File: src/rtl/modmul_prod_gen_pkg.sv
// Shared constants for the modular-multiply product generator and the
// Barrett reducer it feeds.
//   Q       : modulus, 2^24 - 2^18 + 1
//   Q2      : 2*Q, the reducer's final-correction bound
//   LAT_MUL : cycles from operand accept to product valid
//   LAT_RED : cycles from product valid to reduced word valid
//   N_COEF_W: width of the run-length input
package modmul_prod_gen_pkg;

    localparam logic [23:0] Q        = 24'd16515073;
    localparam logic [24:0] Q2       = 25'd33030146;
    localparam int          LAT_MUL  = 2;
    localparam int          LAT_RED  = 3;
    localparam int          N_COEF_W = 9;

endpackage

File: src/rtl/modmul_pipe_mac.sv
// Two-stage a*b + c*d pipeline with its valid delay.
//   clk, rst   : clock, synchronous active-high reset
//   fire_i     : operand set accepted this cycle
//   mode_i     : 0 -> a*b, 1 -> a*b + c*d
//   a_i..d_i   : 24-bit operands
//   prod_o     : 49-bit sum of products, holds when prod_en_o = 0
//   prod_en_o  : prod_o valid, a pure LAT_MUL-cycle delay of fire_i
module modmul_pipe_mac (
    input  logic        clk,
    input  logic        rst,
    input  logic        fire_i,
    input  logic        mode_i,
    input  logic [23:0] a_i,
    input  logic [23:0] b_i,
    input  logic [23:0] c_i,
    input  logic [23:0] d_i,
    output logic [48:0] prod_o,
    output logic        prod_en_o
);

    logic [23:0] a_q, b_q, c_q, d_q;
    logic        vld0_q;
    logic [47:0] ab_q, cd_q;
    logic        vld1_q;
    logic [48:0] prod_q;
    logic        vld2_q;

    // The operand register is loaded on the accepting edge itself, so the
    // two multiplier stages land one and two edges after the accept.
    // NOTE: every flop here, data included, is reset so that prod reads 0
    // after reset and an aborted run leaves no stale valid bits behind; all
    // sequential state uses non-blocking assignments.
    always_ff @(posedge clk) begin
        if (rst) begin
            a_q       <= '0;
            b_q       <= '0;
            c_q       <= '0;
            d_q       <= '0;
            vld0_q    <= 1'b0;
            ab_q      <= '0;
            cd_q      <= '0;
            vld1_q    <= 1'b0;
            prod_q    <= '0;
            vld2_q    <= 1'b0;
        end else begin
            vld0_q <= fire_i;
            vld1_q <= vld0_q;
            vld2_q <= vld1_q;
            if (fire_i) begin
                a_q <= a_i;
                b_q <= b_i;
                // Zeroing c/d in mode 0 makes the c*d term vanish downstream.
                c_q <= mode_i ? c_i : 24'd0;
                d_q <= mode_i ? d_i : 24'd0;
            end
            if (vld0_q) begin
                ab_q <= {24'd0, a_q} * {24'd0, b_q};
                cd_q <= {24'd0, c_q} * {24'd0, d_q};
            end
            if (vld1_q) begin
                prod_q <= {1'b0, ab_q} + {1'b0, cd_q};
            end
        end
    end

    assign prod_o    = prod_q;
    assign prod_en_o = vld2_q;

endmodule

File: src/rtl/modmul_prod_gen.sv
// Front-end producer for the 49-bit-input Barrett reducer mod Q.
// Frames a run of coefficients, issues products to the reducer and tracks
// its latency so result-valid, last and done line up with reducer output.
//   clk, rst          : clock, synchronous active-high reset
//   start, n_coef     : begin a run of n_coef sets (0 means 256), IDLE only
//   in_valid/in_ready : operand-set handshake
//   in_mode           : 0 -> a*b, 1 -> a*b + c*d
//   in_a..in_d        : 24-bit operands, expected < Q
//   prod, prod_en     : reducer data input and enable
//   res_valid/res_last: reducer output valid / final coefficient of the run
//   done              : one-cycle pulse once the run has drained
//   range_err         : sticky, an accepted operand was >= Q
//   busy              : not IDLE
module modmul_prod_gen
    import modmul_prod_gen_pkg::*;
(
    input  logic                clk,
    input  logic                rst,
    input  logic                start,
    input  logic [N_COEF_W-1:0] n_coef,
    input  logic                in_valid,
    output logic                in_ready,
    input  logic                in_mode,
    input  logic [23:0]         in_a,
    input  logic [23:0]         in_b,
    input  logic [23:0]         in_c,
    input  logic [23:0]         in_d,
    output logic [48:0]         prod,
    output logic                prod_en,
    output logic                res_valid,
    output logic                res_last,
    output logic                done,
    output logic                range_err,
    output logic                busy
);

    localparam int                  LAT_TOT    = LAT_MUL + LAT_RED;
    localparam logic [2:0]          DRAIN_LOAD = 3'(LAT_TOT);
    localparam logic [N_COEF_W-1:0] RUN_MAX    = N_COEF_W'(256);

    typedef enum logic [1:0] {
        S_IDLE,
        S_RUN,
        S_DRAIN,
        S_DONE
    } state_t;

    state_t              state_q;
    logic [N_COEF_W-1:0] remaining_q;
    logic [2:0]          drain_q;
    logic                range_err_q;
    logic                fin_q;
    logic [LAT_RED-1:0]  rv_q;
    logic [LAT_TOT-1:0]  last_q;

    logic accept;
    logic range_hit_d;

    assign accept = in_valid & in_ready;

    // c and d only contribute in mode 1, so only then are they range-checked.
    assign range_hit_d = (in_a >= Q) | (in_b >= Q)
                       | (in_mode & ((in_c >= Q) | (in_d >= Q)));

    always_ff @(posedge clk) begin
        if (rst) begin
            state_q     <= S_IDLE;
            remaining_q <= '0;
            drain_q     <= '0;
            range_err_q <= 1'b0;
            fin_q       <= 1'b0;
            rv_q        <= '0;
            last_q      <= '0;
        end else begin
            // fin_q marks the final accept on the same edge the operands are
            // captured, so LAT_TOT more stages align it with res_valid.
            fin_q  <= accept && (remaining_q == N_COEF_W'(1));
            rv_q   <= {rv_q[LAT_RED-2:0], prod_en};
            last_q <= {last_q[LAT_TOT-2:0], fin_q};

            case (state_q)
                S_IDLE: begin
                    if (start) begin
                        state_q     <= S_RUN;
                        remaining_q <= (n_coef == '0) ? RUN_MAX : n_coef;
                        range_err_q <= 1'b0;
                    end
                end
                S_RUN: begin
                    if (accept) begin
                        remaining_q <= remaining_q - N_COEF_W'(1);
                        if (range_hit_d) begin
                            range_err_q <= 1'b1;
                        end
                        if (remaining_q == N_COEF_W'(1)) begin
                            state_q <= S_DRAIN;
                            drain_q <= DRAIN_LOAD;
                        end
                    end
                end
                S_DRAIN: begin
                    if (drain_q == '0) begin
                        state_q <= S_DONE;
                    end else begin
                        drain_q <= drain_q - 3'd1;
                    end
                end
                S_DONE: begin
                    state_q <= S_IDLE;
                end
                default: begin
                    state_q <= S_IDLE;
                end
            endcase
        end
    end

    modmul_pipe_mac u_mac (
        .clk       (clk),
        .rst       (rst),
        .fire_i    (accept),
        .mode_i    (in_mode),
        .a_i       (in_a),
        .b_i       (in_b),
        .c_i       (in_c),
        .d_i       (in_d),
        .prod_o    (prod),
        .prod_en_o (prod_en)
    );

    assign in_ready  = (state_q == S_RUN);
    assign busy      = (state_q != S_IDLE);
    assign done      = (state_q == S_DONE);
    assign range_err = range_err_q;
    assign res_valid = rv_q[LAT_RED-1];
    assign res_last  = last_q[LAT_TOT-1];

endmodule

File: config.mk
export PLATFORM = sky130hd
export DESIGN_NAME = modmul_prod_gen
export DESIGN_NICKNAME = d
export VERILOG_FILES = /design/src/rtl/modmul_prod_gen_pkg.sv /design/src/rtl/modmul_pipe_mac.sv /design/src/rtl/modmul_prod_gen.sv
export SDC_FILE = /design/constraint.sdc
export NUM_CORES = 2
export LEC_CHECK = 0
export CORE_ASPECT_RATIO = 1.5
export CORE_MARGIN = 1.5
export CORE_UTILIZATION = 44
export DETAILED_ROUTE_END_ITERATION = 12
export GPL_ROUTABILITY_DRIVEN = 0
export SETUP_SLACK_MARGIN = 0.2
export SLEW_MARGIN = 20
export SYNTH_ARGS = -nofsm -noshare
export SYNTH_HDL_FRONTEND = slang
export SYNTH_HIERARCHICAL = 1
export SYNTH_SLANG_ARGS = --single-unit
File: constraint.sdc
create_clock -name clk -period 8.2 [get_ports clk]
set_input_delay 1.64 -clock clk [delete_from_list [all_inputs] [get_ports clk]]
set_output_delay 1.64 -clock clk [all_outputs]
set_load 0.005 [all_outputs]
==> impl_metrics.env <==
export IMPL_status="completed"
export IMPL_multi_input_area_um2=39400
export IMPL_synthSimpleGateAreaFrac_pct=17.6
export IMPL_rows=151
export IMPL_fin_crit_ns=7.60
export IMPL_htreeDepth=1
export IMPL_grt_pass1_wl_mm=222
export IMPL_vias_per_cell=5.20
export IMPL_power_density_nw_per_um2=86.9
export IMPL_critical_path_class="reg -> reg"
export IMPL_grt_busiest_layer="met2"
export IMPL_yosys_warnings=6
export IMPL_core_um2=113000
export IMPL_power_total_mw=4.73
export IMPL_placed_cells=7141
export IMPL_synth_cell_types=79
export IMPL_hold_violations=0
export IMPL_path_cells="nand2_1 > fa_1 > inv_1 > fa_1 > inv_1 > fa_1 > fa_1 > inv_1 > fa_1 > fa_1 > inv_1 > fa_1 > inv_1 > ha_1 > a21o_1 > a31oi_1 > o221ai_1 > or3b_1 > a21oi_1 > o21ai_1 > o311ai_1 > o41ai_1 > and3_1 > nor4_1"
export IMPL_ff2ff_path_depth=24
export IMPL_stdcell_count=7199
export IMPL_grt_pass1_vias=41100
export IMPL_tns_ns=0
export IMPL_rsz0062_at_grt="false"
export IMPL_fmax_mhz=132
export IMPL_worstMarginPinSlew_ns=1.11
export IMPL_clk_pin_slew_ns=0.07
export IMPL_arrival_ns=8.15
export IMPL_maxCapViolCount=0
export IMPL_period_share_pct=92.7
export IMPL_io_pin_count=166
export IMPL_dieHeight_um=417
export IMPL_wl_mm=136
export IMPL_synthCells=5714
export IMPL_synth_top_family_by_area="adder cells"
export IMPL_ir_drop_uv=170
export IMPL_root_buffer="clkbuf_16"
export IMPL_wire_per_inst_um=18.9
export IMPL_cpPeakStageDelay_ns=0.78
export IMPL_cts_sinks=268
export IMPL_leakage_nw=26.5
export IMPL_dr_pass1_iters=5
export IMPL_drc=0
export IMPL_end_kind="register"
export IMPL_met2_usage_pct=46.2
export IMPL_clkLatencyLatePin_ns=0.65
export IMPL_fill_cells=10900
export IMPL_nNetsFinal=7201
export IMPL_setup_viol=0
export IMPL_ys_ff_latch=268
export IMPL_hpwl_mm=115
export IMPL_async_flop_share_pct=0
export IMPL_synthAdderAreaFrac_pct=48.6
export IMPL_clockBufferDepth=3
export IMPL_port_buffers=165
export IMPL_crit_slowest_cell="dfxtp_1"
export IMPL_syn_num_nets=7194
export IMPL_synth_xor_area_share_pct=2.22
export IMPL_drt_iter0_drc=1704
export IMPL_yosys_most_used_dff="dfxtp_1"
export IMPL_drv_slew=0
export IMPL_netlist_area_um2=50200
export IMPL_synth_edf_count=0
export IMPL_vias=37400
export IMPL_grt_max_degree=166
export IMPL_die_area_um2=116000
export IMPL_grt_antenna_before_repair=1
export IMPL_min_path_cells=1
export IMPL_start_util_pct=44.4
export IMPL_seq_area_um2=5390
export IMPL_areaGrowthSynthToFinish_pct=8.50
export IMPL_gr_usage_all_layers_pct=24.2
export IMPL_die_w_um=279
export IMPL_worst_endpoint_required_ns=8.75
export IMPL_clock_skew_ns=0.0398
export IMPL_synth_top_area_cell="fa_1"
export IMPL_hp_class="reg -> reg"
export IMPL_crit_path_max_fanout=18
export IMPL_crit_top_cell="fa_1"
export IMPL_met3_usage_pct=1.84
export IMPL_met1_usage_pct=28.5
export IMPL_hold_buffers=0
export IMPL_avgSynthCellArea_um2=8.78
export IMPL_final_antenna_net_count=0
export IMPL_synth_compound_area_share_pct=7.43
export IMPL_cts_made_buffers=31
export IMPL_startpoint_type="register"
export IMPL_overflow=0
export IMPL_maxSlewHeadroom_pct=25.3
export IMPL_post_route_cells_drive_above_1_share_pct=3.66
export IMPL_seq_area_frac_synth_pct=10.7
export IMPL_synth_top_area_share_pct=38.5
export IMPL_synthMuxAreaShare_pct=2.71
export IMPL_synth_area_top_cells="fa_1, dfxtp_1, ha_1"
export IMPL_cts_tree="yes"
==> routing by layer <==
layer,vias up,share of wire (%)
met3,237,3.4
met5,-,0
met4,0,3.4
met2,818,54
li1,17300,-
met1,19000,40
==> worst paths after layout <==
path | from | to | slack (ns)
max | u_mac/a_q[12]$_SDFFE_PP0P_ | u_mac/ab_q[44]$_SDFFE_PP0P_ | 0.60
min | fin_q$_SDFF_PP0_ | last_q[0]$_SDFF_PP0_ | 0.42
max reg2reg | u_mac/a_q[12]$_SDFFE_PP0P_ | u_mac/ab_q[44]$_SDFFE_PP0P_ | 0.60
min reg2reg | fin_q$_SDFF_PP0_ | last_q[0]$_SDFF_PP0_ | 0.42
==> final cells by class <==
cell class	count	area share, %
Tap cell	1453	3.34
Antenna cell	2	0.00919
Clock buffer	39	1.55
Timing Repair Buffer	271	4.52
Sequential cell	268	9.89
Clock inverter	17	0.423
Inverter	1135	7.83
Multi-Input combinational cell	4014	72.4
==> placed cells by master, fill, tap and decap left out, types with 136 or more instances in the layout <==
cell / netlist / layout
inv_1: 1134 / 1133
fa_1: 965 / 965
nand2_1: 709 / 709
and2_1: 576 / 576
ha_1: 405 / 405
nor2_1: 268 / 266
dfxtp_1: 268 / 252
a21oi_1: 199 / 199
clkdlybuf4s50_1: 0 / 164
mux2i_1: 136 / 136
==> cell families after synthesis <==
family	Yosys count
and+or+nand+nor	1806
DFF	268
muxes	136
AOI/OAI and AO/OA	575
adders and majority gates	1370
xor gates and xnor gates	127
buffers and inverters	1432
==> synthesized netlist by cell type, drive strengths merged, types with 29 or more instances <==
cell and number:
inv 1135, fa 965, nand2 709, and2 576, ha 405, clkbuf 275
dfxtp 268, nor2 268, a21oi 204, mux2i 136, o21ai 116, xnor2 77
a21o 75, nor2b 74, xor2 50, nand3 30, nand4 29
==> through the flow <==
step / hold slack, ns / instance area, um^2 / setup slack, ns / utilization (%)
3_3_place_gp: 0.423 / 53300 / 0.461 / 47.2
3_5_place_dp: 0.420 / 53300 / 0.472 / 47.2
5_1_grt: 0.452 / 54400 / 0.214 / 48.2
4_1_cts: 0.429 / 54400 / 0.447 / 48.2
2_1_floorplan: 0.414 / 50200 / 1.44 / -
6_report: 0.424 / 54500 / 0.601 / 48.2
==> critical path: cells and delay by family, from the launching register on <==
family / cells / cell delay (ns)
adder cells (fa/ha/maj): 8 / 3.92
buffers and inverters: 5 / 0.28
AND/OR/NAND/NOR: 4 / 1.01
flip-flops: 1 / 0.78
AO/OA/AOI/OAI: 7 / 1.50
==> flip-flops by register name, summed over array words and instances, names as in the netlist, 2 cells and up <==
signal	cells
u_mac/d_q	24
state_q	2
u_mac/b_q	24
u_mac/ab_q	48
u_mac/a_q	24
last_q	5
u_mac/c_q	24
u_mac/prod_o	49
remaining_q	9
u_mac/cd_q	48
rv_q	3
drain_q	3
==> power breakdown <==
part | switching, mW | total, mW | leakage [nW] | internal (mW)
Clock | 0.646 | 1.51 | 0.520 | 0.862
Sequential | 0.309 | 1.70 | 2.17 | 1.40
Combinational | 0.920 | 1.52 | 23.8 | 0.598
Total | 1.88 | 4.73 | 26.5 | 2.86
==> repair_timing <==
item	in CTS	in global routing
resized for setup	0	14
buffers inserted	0	0
endpoints found under the setup margin	0	3
(Power assumes the default switching activity.)
